`config.mk`:
```
export PLATFORM = sky130hd
export DESIGN_NAME = mmio_port_controller
export DESIGN_NICKNAME = d
export VERILOG_FILES = /design/src/rtl/mmio_port_controller.sv
export SDC_FILE = /design/constraint.sdc
export NUM_CORES = 1
export LEC_CHECK = 0
export ABC_AREA = 1
export BUFFER_PORTS_ARGS = -buffer_cell sky130_fd_sc_hd__buf_4
export CORE_ASPECT_RATIO = 1.4
export CORE_UTILIZATION = 45
export CTS_CLUSTER_DIAMETER = 100
export DETAILED_ROUTE_END_ITERATION = 8
export PLACE_DENSITY = 0.67
export REMOVE_ABC_BUFFERS = 1
export SYNTH_ARGS = -nofsm -noshare
export SYNTH_HDL_FRONTEND = slang
export SYNTH_SLANG_ARGS = --single-unit
```
`constraint.sdc`:
```
create_clock -name clk -period 2.2 [get_ports clk]
set_input_delay 0.11 -clock clk [delete_from_list [all_inputs] [get_ports clk]]
set_output_delay 0.11 -clock clk [all_outputs]
set_load 0.01 [all_outputs]
```
`src/rtl/mmio_port_controller.sv`:
```
// Memory-mapped I/O port block: OUT, IN (synchronized), STATUS (W1C), TIMER.
// Ports: clk, reset (sync, active-high), Address/WriteData/MemWrite/MemRead
//   from the processor; PortIn pins; ReadData, IOSelect, PortOut, Irq out.
module mmio_port_controller #(
  parameter logic [31:0] IO_BASE  = 32'h1001_0040,
  parameter int          IN_WIDTH = 8
) (
  input  logic                clk,
  input  logic                reset,
  input  logic [31:0]         Address,
  input  logic [31:0]         WriteData,
  input  logic                MemWrite,
  input  logic                MemRead,
  input  logic [IN_WIDTH-1:0] PortIn,
  output logic [31:0]         ReadData,
  output logic                IOSelect,
  output logic [31:0]         PortOut,
  output logic                Irq
);

  logic [31:0]         out_q, out_d;
  logic [31:0]         tmr_q, tmr_d;
  logic                chg_q, chg_d;
  logic                tdone_q, tdone_d;
  logic [IN_WIDTH-1:0] s1_q, s1_d;
  logic [IN_WIDTH-1:0] s2_q, s2_d;
  logic [IN_WIDTH-1:0] prev_q, prev_d;

  logic [1:0]  offs;
  logic        sel_out, sel_in;
  logic        sel_stat, sel_tmr;
  logic        wr_en;
  logic        wr_out, wr_stat, wr_tmr;
  logic        chg_set, tdone_set;
  logic [31:0] rd_mux;
  logic        unused_addr;

  // Byte lane bits carry no meaning in a word-wide register window.
  assign unused_addr = ^Address[1:0];

  assign IOSelect = (Address[31:4] == IO_BASE[31:4]);
  assign offs     = Address[3:2];

  assign sel_out  = (offs == 2'd0);
  assign sel_in   = (offs == 2'd1);
  assign sel_stat = (offs == 2'd2);
  assign sel_tmr  = (offs == 2'd3);

  assign wr_en   = IOSelect & MemWrite;
  assign wr_out  = wr_en & sel_out;
  assign wr_stat = wr_en & sel_stat;
  assign wr_tmr  = wr_en & sel_tmr;

  // CHG fires once s2 and prev disagree, i.e. the 3rd edge after a pin change.
  assign chg_set   = (s2_q != prev_q);
  // Only a natural 1->0 decrement counts; a written load never does.
  assign tdone_set = ~wr_tmr & (tmr_q == 32'd1);

  always_comb begin
    rd_mux = 32'h0;
    unique case (1'b1)
      sel_out:  rd_mux = out_q;
      sel_in:   rd_mux = 32'(s2_q);
      sel_stat: rd_mux = {30'h0, tdone_q, chg_q};
      sel_tmr:  rd_mux = tmr_q;
      default:  rd_mux = 32'h0;
    endcase
  end

  // Reads come from the flops, so a same-cycle store returns the old value.
  assign ReadData = (IOSelect & MemRead) ? rd_mux : 32'h0;
  assign PortOut  = out_q;
  assign Irq      = chg_q | tdone_q;

  always_comb begin
    s1_d   = PortIn;
    s2_d   = s1_q;
    prev_d = s2_q;

    out_d = out_q;
    if (wr_out) begin
      out_d = WriteData;
    end

    tmr_d = tmr_q;
    if (wr_tmr) begin
      tmr_d = WriteData;
    end else if (tmr_q != 32'd0) begin
      tmr_d = tmr_q - 32'd1;
    end

    // Set beats a coincident write-1-to-clear.
    chg_d = chg_q;
    if (wr_stat & WriteData[0]) begin
      chg_d = 1'b0;
    end
    if (chg_set) begin
      chg_d = 1'b1;
    end

    tdone_d = tdone_q;
    if (wr_stat & WriteData[1]) begin
      tdone_d = 1'b0;
    end
    if (tdone_set) begin
      tdone_d = 1'b1;
    end
  end

  always_ff @(posedge clk) begin
    if (reset) begin
      out_q   <= '0;
      tmr_q   <= '0;
      chg_q   <= 1'b0;
      tdone_q <= 1'b0;
      s1_q    <= '0;
      s2_q    <= '0;
      prev_q  <= '0;
    end else begin
      out_q   <= out_d;
      tmr_q   <= tmr_d;
      chg_q   <= chg_d;
      tdone_q <= tdone_d;
      s1_q    <= s1_d;
      s2_q    <= s2_d;
      prev_q  <= prev_d;
    end
  end

endmodule

```
Word level (Yosys, flattened, before mapping)
Index checks and enable logic that the tools add are counted.
- bits in registers: 90
- word-level logic and storage cells: 37
- input port bits: 76
- add/subtract/negate cells: 1
- reduce and logical (&&, ||, !) cells: 5
- eq/ne operators: 6
- multiplexer cells: 8
- bitwise operators: 10
- operator list (kind ; count):
    $pmux 32 s4 ; 1
    $mux 32 ; 3
    $eq 32x1->1 const B ; 1
    $reduce_bool 32->1 ; 1
    $sub 32x1->32 const B ; 1
    $eq 28x25->1 const B ; 1
    $and 1x1->1 ; 8
    $ne 8x8->1 ; 1
    $reduce_bool 2->1 ; 3
    $eq 2x2->1 const B ; 2
    $mux 1 ; 4
    $eq 2x1->1 const B ; 1
    $logic_not 2->1 ; 1
    $not 1->1 ; 1
    $or 1x1->1 ; 1

Longest topological paths before layout
- depth in word-level cells: 6
- depth in mapped cells: 13
- gate-level depth less buffers: 12

Least setup slack after synthesis
Ideal clock, no wire load.
- path kind: register -> register
- start: register tmr_q[0]
- end: register tmr_q[16]
- cell stages (with the launch flop): 11
- setup slack: 0.530 ns
- arrival time: 1.554 ns
- clock period less this slack: 1.670 ns
- setup time: 0.117 ns
- required time: 2.083 ns
- cells stage by stage: dfxtp_1 > inv_1 > ha_1 > nand2_2 > nor2_4 > nand2_1 > inv_1 > nand3_4 > nand2_4 > buf_8 > nor2_2
- longest elaborated chain between the ends: 3
- elaborated cells between the ends (all ways): 5
- ends and longest elaborated chain (what ; RTL line ; RTL):
    start: declaration ; 22 ; logic [31:0] tmr_q, tmr_d;
    start signal: assignment ; 121 ; tmr_q <= tmr_d;
    $sub 32x1->32 ; 89 ; tmr_d = tmr_q - 32'd1;
    $mux 32 ; 88 ; end else if (tmr_q != 32'd0) begin
    $mux 32 ; 86 ; if (wr_tmr) begin
Parallel ways exist; a longest one is shown, timed or not. The select of a mux whose other input is x is not followed.
A chain may end at the register's enable or synchronous reset.

Worst setup path in the final report
- start: register tmr_q[0]
- end: register tmr_q[13]
The elaborated chain is that of the path after synthesis.

==> impl_table.tex <==
\begin{tabular}{lr}
\hline
Metric & Value \\
\hline
\multicolumn{2}{l}{\textbf{CTS}} \\
\quad Clock-pin transition on the worst setup and hold timing paths & 0.07 ns \\
\quad Clock tree from TritonCTS & yes \\
\quad Clock net sink count & 90 \\
\quad Clock H-tree levels & 3 \\
\quad Maximum buffer depth of the clock tree & 2 \\
\quad Insertion delay to the later sink of the worst-skew pair & 0.35 ns \\
\quad Post-cts resize count & 0 \\
\quad Number of clock buffers inserted by TritonCTS & 9 \\
\quad Cell at the root of the clock tree & sky130\_fd\_sc\_hd\_\_clkbuf\_16 \\
\quad Post-CTS Repair Setup Buffers & 0 \\
\multicolumn{2}{l}{\textbf{Flow run}} \\
\quad Total of max-cap violations & 0 \\
\multicolumn{2}{l}{\textbf{Floorplanning}} \\
\quad Effective utilization at floorplan & 46.0\% \\
\quad Die Width & 90.8 um \\
\quad Io pins & 142 \\
\quad Std-Cell Rows & 45 \\
\quad CORE AREA & 10800 um\^{}2 \\
\quad Vertical extent of the die & 126 um \\
\quad Die Area & 11500 um\^{}2 \\
\multicolumn{2}{l}{\textbf{Routing}} \\
\quad Post-DRT Antenna Nets & 0 \\
\quad Vias & 5299 \\
\quad Total iterations of the first detailed-routing run & 4 \\
\quad Detail-routed via count per cell & 4.91 \\
\quad Detailed-route wire length & 14.5 mm \\
\quad Detailed Route Iter0 Violations & 154 \\
\quad DRC errors left & 0 \\
\quad Routed WL per cell & 13.5 um \\
\multicolumn{2}{l}{\textbf{Critical path}} \\
\quad Req. time, crit path & 2.42 ns \\
\quad Critical R2R Launch & tmr\_q[0] \\
\quad Worst flop-to-flop path endpoint & tmr\_q[13] \\
\quad Top fanout value on the critical path & 15 \\
\quad Crit path launch type & register \\
\quad Arr. time, crit path & 2.18 ns \\
\quad Endpoint kind of the worst setup timing path & register \\
\quad Critical setup path kind & reg2reg \\
\quad R2r worst-path depth & 9 \\
\quad Reg-to-reg setup timing slack & 0.25 ns \\
\multicolumn{2}{l}{\textbf{Logic synthesis}} \\
\quad Number of distinct library cells after synthesis & 35 \\
\quad Most common library cells after synthesis & 227 x sky130\_fd\_sc\_hd\_\_nand2\_1, 135 x sky130\_fd\_sc\_hd\_\_nor2\_1, 95 x sky130\_fd\_sc\_hd\_\_inv\_1, 90 x sky130\_fd\_sc\_hd\_\_dfxtp\_1, 64 x sky130\_fd\_sc\_hd\_\_a21oi\_1 \\
\quad Cell type contributing the most total cell area after synthesis & sky130\_fd\_sc\_hd\_\_dfxtp\_1 \\
\quad Syn\_area\_per\_cell & 6.28 um\^{}2 \\
\quad Mapped Cells & 791 \\
\quad Sequential fraction of the synthesis area & 36.3\% \\
\quad Flops \& latches, synth & 90 \\
\quad Prevailing post-synth register cell & sky130\_fd\_sc\_hd\_\_dfxtp\_1 \\
\quad Number of synthesis warnings & 0 \\
\quad Synth top area cells & sky130\_fd\_sc\_hd\_\_dfxtp\_1 36\%, sky130\_fd\_sc\_hd\_\_nand2\_1 17\%, sky130\_fd\_sc\_hd\_\_nor2\_1 10\% \\
\quad Cell area after synthesis & 4970 um\^{}2 \\
\quad Area share of the leading cell type in the synthesized netlist & 36.3\% \\
\quad Share of async-settable or async-resettable flops after synthesis & 0\% \\
\quad Number of synthesized flops with an enable pin & 0 \\
\quad Most repeated cell in the gate-level netlist after synthesis & sky130\_fd\_sc\_hd\_\_nand2\_1 \\
\multicolumn{2}{l}{\textbf{Final layout}} \\
\quad Total inserted antenna cells & 0 \\
\quad Fraction of final layout cells sized beyond drive strength 1 & 21.5\% \\
\quad Number of fill cells in the layout & 1095 \\
\quad Area used by multi-input combinational logic & 2650 um\^{}2 \\
\quad Area added between synthesis and finish & 31.4\% \\
\quad Final-stage net count & 1011 \\
\quad Area of all placed cells without fillers & 6530 um\^{}2 \\
\quad Storage cell area & 1800 um\^{}2 \\
\multicolumn{2}{l}{\textbf{Timing}} \\
\quad Final max-slew violation count & 0 \\
\quad Unrepaired setup endpoints after global routing & false \\
\quad Final period demand of the worst path & 1.95 ns \\
\quad Actual slew at the worst max-slew pin & 0.598 ns \\
\quad Final setup skew & 0.00813 ns \\
\quad Top achievable clock speed & 0.512 GHz \\
\quad Total setup violations reported at the end of the flow & 0 \\
\quad Final Hold Slack & 0.0305 ns \\
\quad Final hold violations & 0 \\
\quad Headroom to the max-slew limit & 60.0\% \\
\quad Post-route clock period utilization & 88.8\% \\
\multicolumn{2}{l}{\textbf{Worst hold path}} \\
\quad Number of instances on the worst hold path & 3 \\
\quad Type of the worst min-delay path & in2reg \\
\quad Hold path start & WriteData[14] \\
\quad Capture endpoint of the worst hold path & tmr\_q[14] \\
\multicolumn{2}{l}{\textbf{Place}} \\
\quad Instance area at placement & 6160 um\^{}2 \\
\quad Routability cong. & 0.892 \\
\quad Number of buffer cells added on primary ports & 139 \\
\quad Placed wire-length estimate after detailed placement & 11.2 mm \\
\multicolumn{2}{l}{\textbf{Power}} \\
\quad Maximum vdd drop & 0.583 mV \\
\quad Cell Pwr Density & 1160 nW/um\^{}2 \\
\quad LEAKAGE & 2.99 nW \\
\multicolumn{2}{l}{\textbf{Global routing}} \\
\quad Total grt overflow & 0 \\
\quad Vias in the first global route & 5320 \\
\quad Aggregate global-route resource usage & 26.2\% \\
\quad Largest net degree at the start of global routing & 43 \\
\quad Initial antenna violation count & 0 \\
\quad Wire length of the first global-routing pass & 24.1 mm \\
\multicolumn{2}{l}{\textbf{Run status}} \\
\quad Status & finished, final reports clean \\
\hline
\end{tabular}
cell families (layout without fill, tap and decap cells):
group / Yosys count / after routing / share of synthesized area, %
XOR/XNOR: 21 / 21 / 3.70
flip-flops: 90 / 90 / 36.3
buffers and inverters: 130 / 277 / 10.6
adder cells (fa/ha/maj): 2 / 2 / 0.503
AND/OR/NAND/NOR: 427 / 427 / 36.0
AO/OA/AOI/OAI: 121 / 121 / 12.9
stage by stage:
step / TNS (ns) / total power, W / utilization (%) / setup WS, ns / cells
finish: 0 / 0.00755 / 60.4 / 0.246 / 1079
global route: 0 / 0.00823 / 60.4 / 0.0850 / 1079
CTS: 0 / 0.00763 / 60.4 / 0.210 / 1079
detailed placement: 0 / 0.00606 / 56.9 / 0.217 / 1055
global placement: 0 / 0.00601 / 56.9 / 0.282 / 1055
floorplan: -26.73 / 0.00504 / - / -0.835 / 759
registers in the layout, summed over array words and instances (netlist names):
name and count:
s1_q 8, prev_d 8, tdone_q 1, PortOut 32
tmr_q 32, prev_q 8, chg_q 1
final cells by class:
cell class / count / area share, %
inverters: 98 / 5.63
clock inverters: 7 / 1.05
well taps: 141 / 2.70
repair buffers: 163 / 19.0
multi-input cells: 571 / 40.5
clock buffers: 9 / 3.45
flip-flops and latches: 90 / 27.6
worst max-delay path, stage by stage (launching register included):
cell and delay, ns:
sky130_fd_sc_hd__dfxtp_1 0.31, sky130_fd_sc_hd__inv_1 0.15, sky130_fd_sc_hd__ha_1 0.27, sky130_fd_sc_hd__nand2_2 0.12, sky130_fd_sc_hd__nor2_4 0.17, sky130_fd_sc_hd__nand2_1 0.15
sky130_fd_sc_hd__inv_1 0.21, sky130_fd_sc_hd__nand3_4 0.22, sky130_fd_sc_hd__nand3_1 0.17, sky130_fd_sc_hd__nor2_1 0.04
cell usage in the layout (no fill, tap or decap), drive strengths merged:
cell	Yosys	routed
dfxtp	90	90
a31oi	6	6
a21oi	71	71
clkbuf	24	9
or2	6	6
xnor2	11	11
clkinv	1	3
nand2	229	229
o21ai	42	42
and2	2	2
nand4	13	13
nand3	28	28
xor2	10	10
nor3	4	4
dlygate4sd3	0	8
ha	2	2
inv	97	102
o22ai	2	2
nor2	143	143
nand3b	1	1
buf	8	155
nor4	1	1
power by group:
| part | internal [W] | switching (W) | total [W] | leakage, nW |
|---|---|---|---|---|
| Sequential | 0.00191 | 0.000309 | 0.00221 | 0.733 |
| Clock | 0.000802 | 0.000729 | 0.00153 | 0.146 |
| Combinational | 0.00137 | 0.00243 | 0.00380 | 2.11 |
per-layer routing:
| layer | wire length [um] | vias to the layer above | track usage [%] | part of all wire (%) |
|---|---|---|---|---|
| met5 | 0 | - | 0 | 0 |
| met4 | 407 | 0 | 12.2 | 2.8 |
| met3 | 497 | 29 | 3.18 | 3.4 |
| met2 | 7850 | 110 | 50.0 | 54 |
| met1 | 5770 | 2416 | 28.4 | 40 |
| li1 | - | 2744 | - | - |
worst max path at each step:
stage               startpoint          to  cells past startpoint
finish                tmr_q[0]   tmr_q[13]                      9
global route          tmr_q[1]    tmr_q[6]                      9
CTS                   tmr_q[0]   tmr_q[13]                      9
detailed placement    tmr_q[0]   tmr_q[13]                      9
global placement      tmr_q[0]   tmr_q[15]                      9
floorplan           Address[3]  PortOut[0]                      4
repair_timing:
item	CTS	global route
hold buffers	8	0
setup endpoints to repair	0	0
hold endpoints to repair	8	0
(Power assumes the default switching activity.)
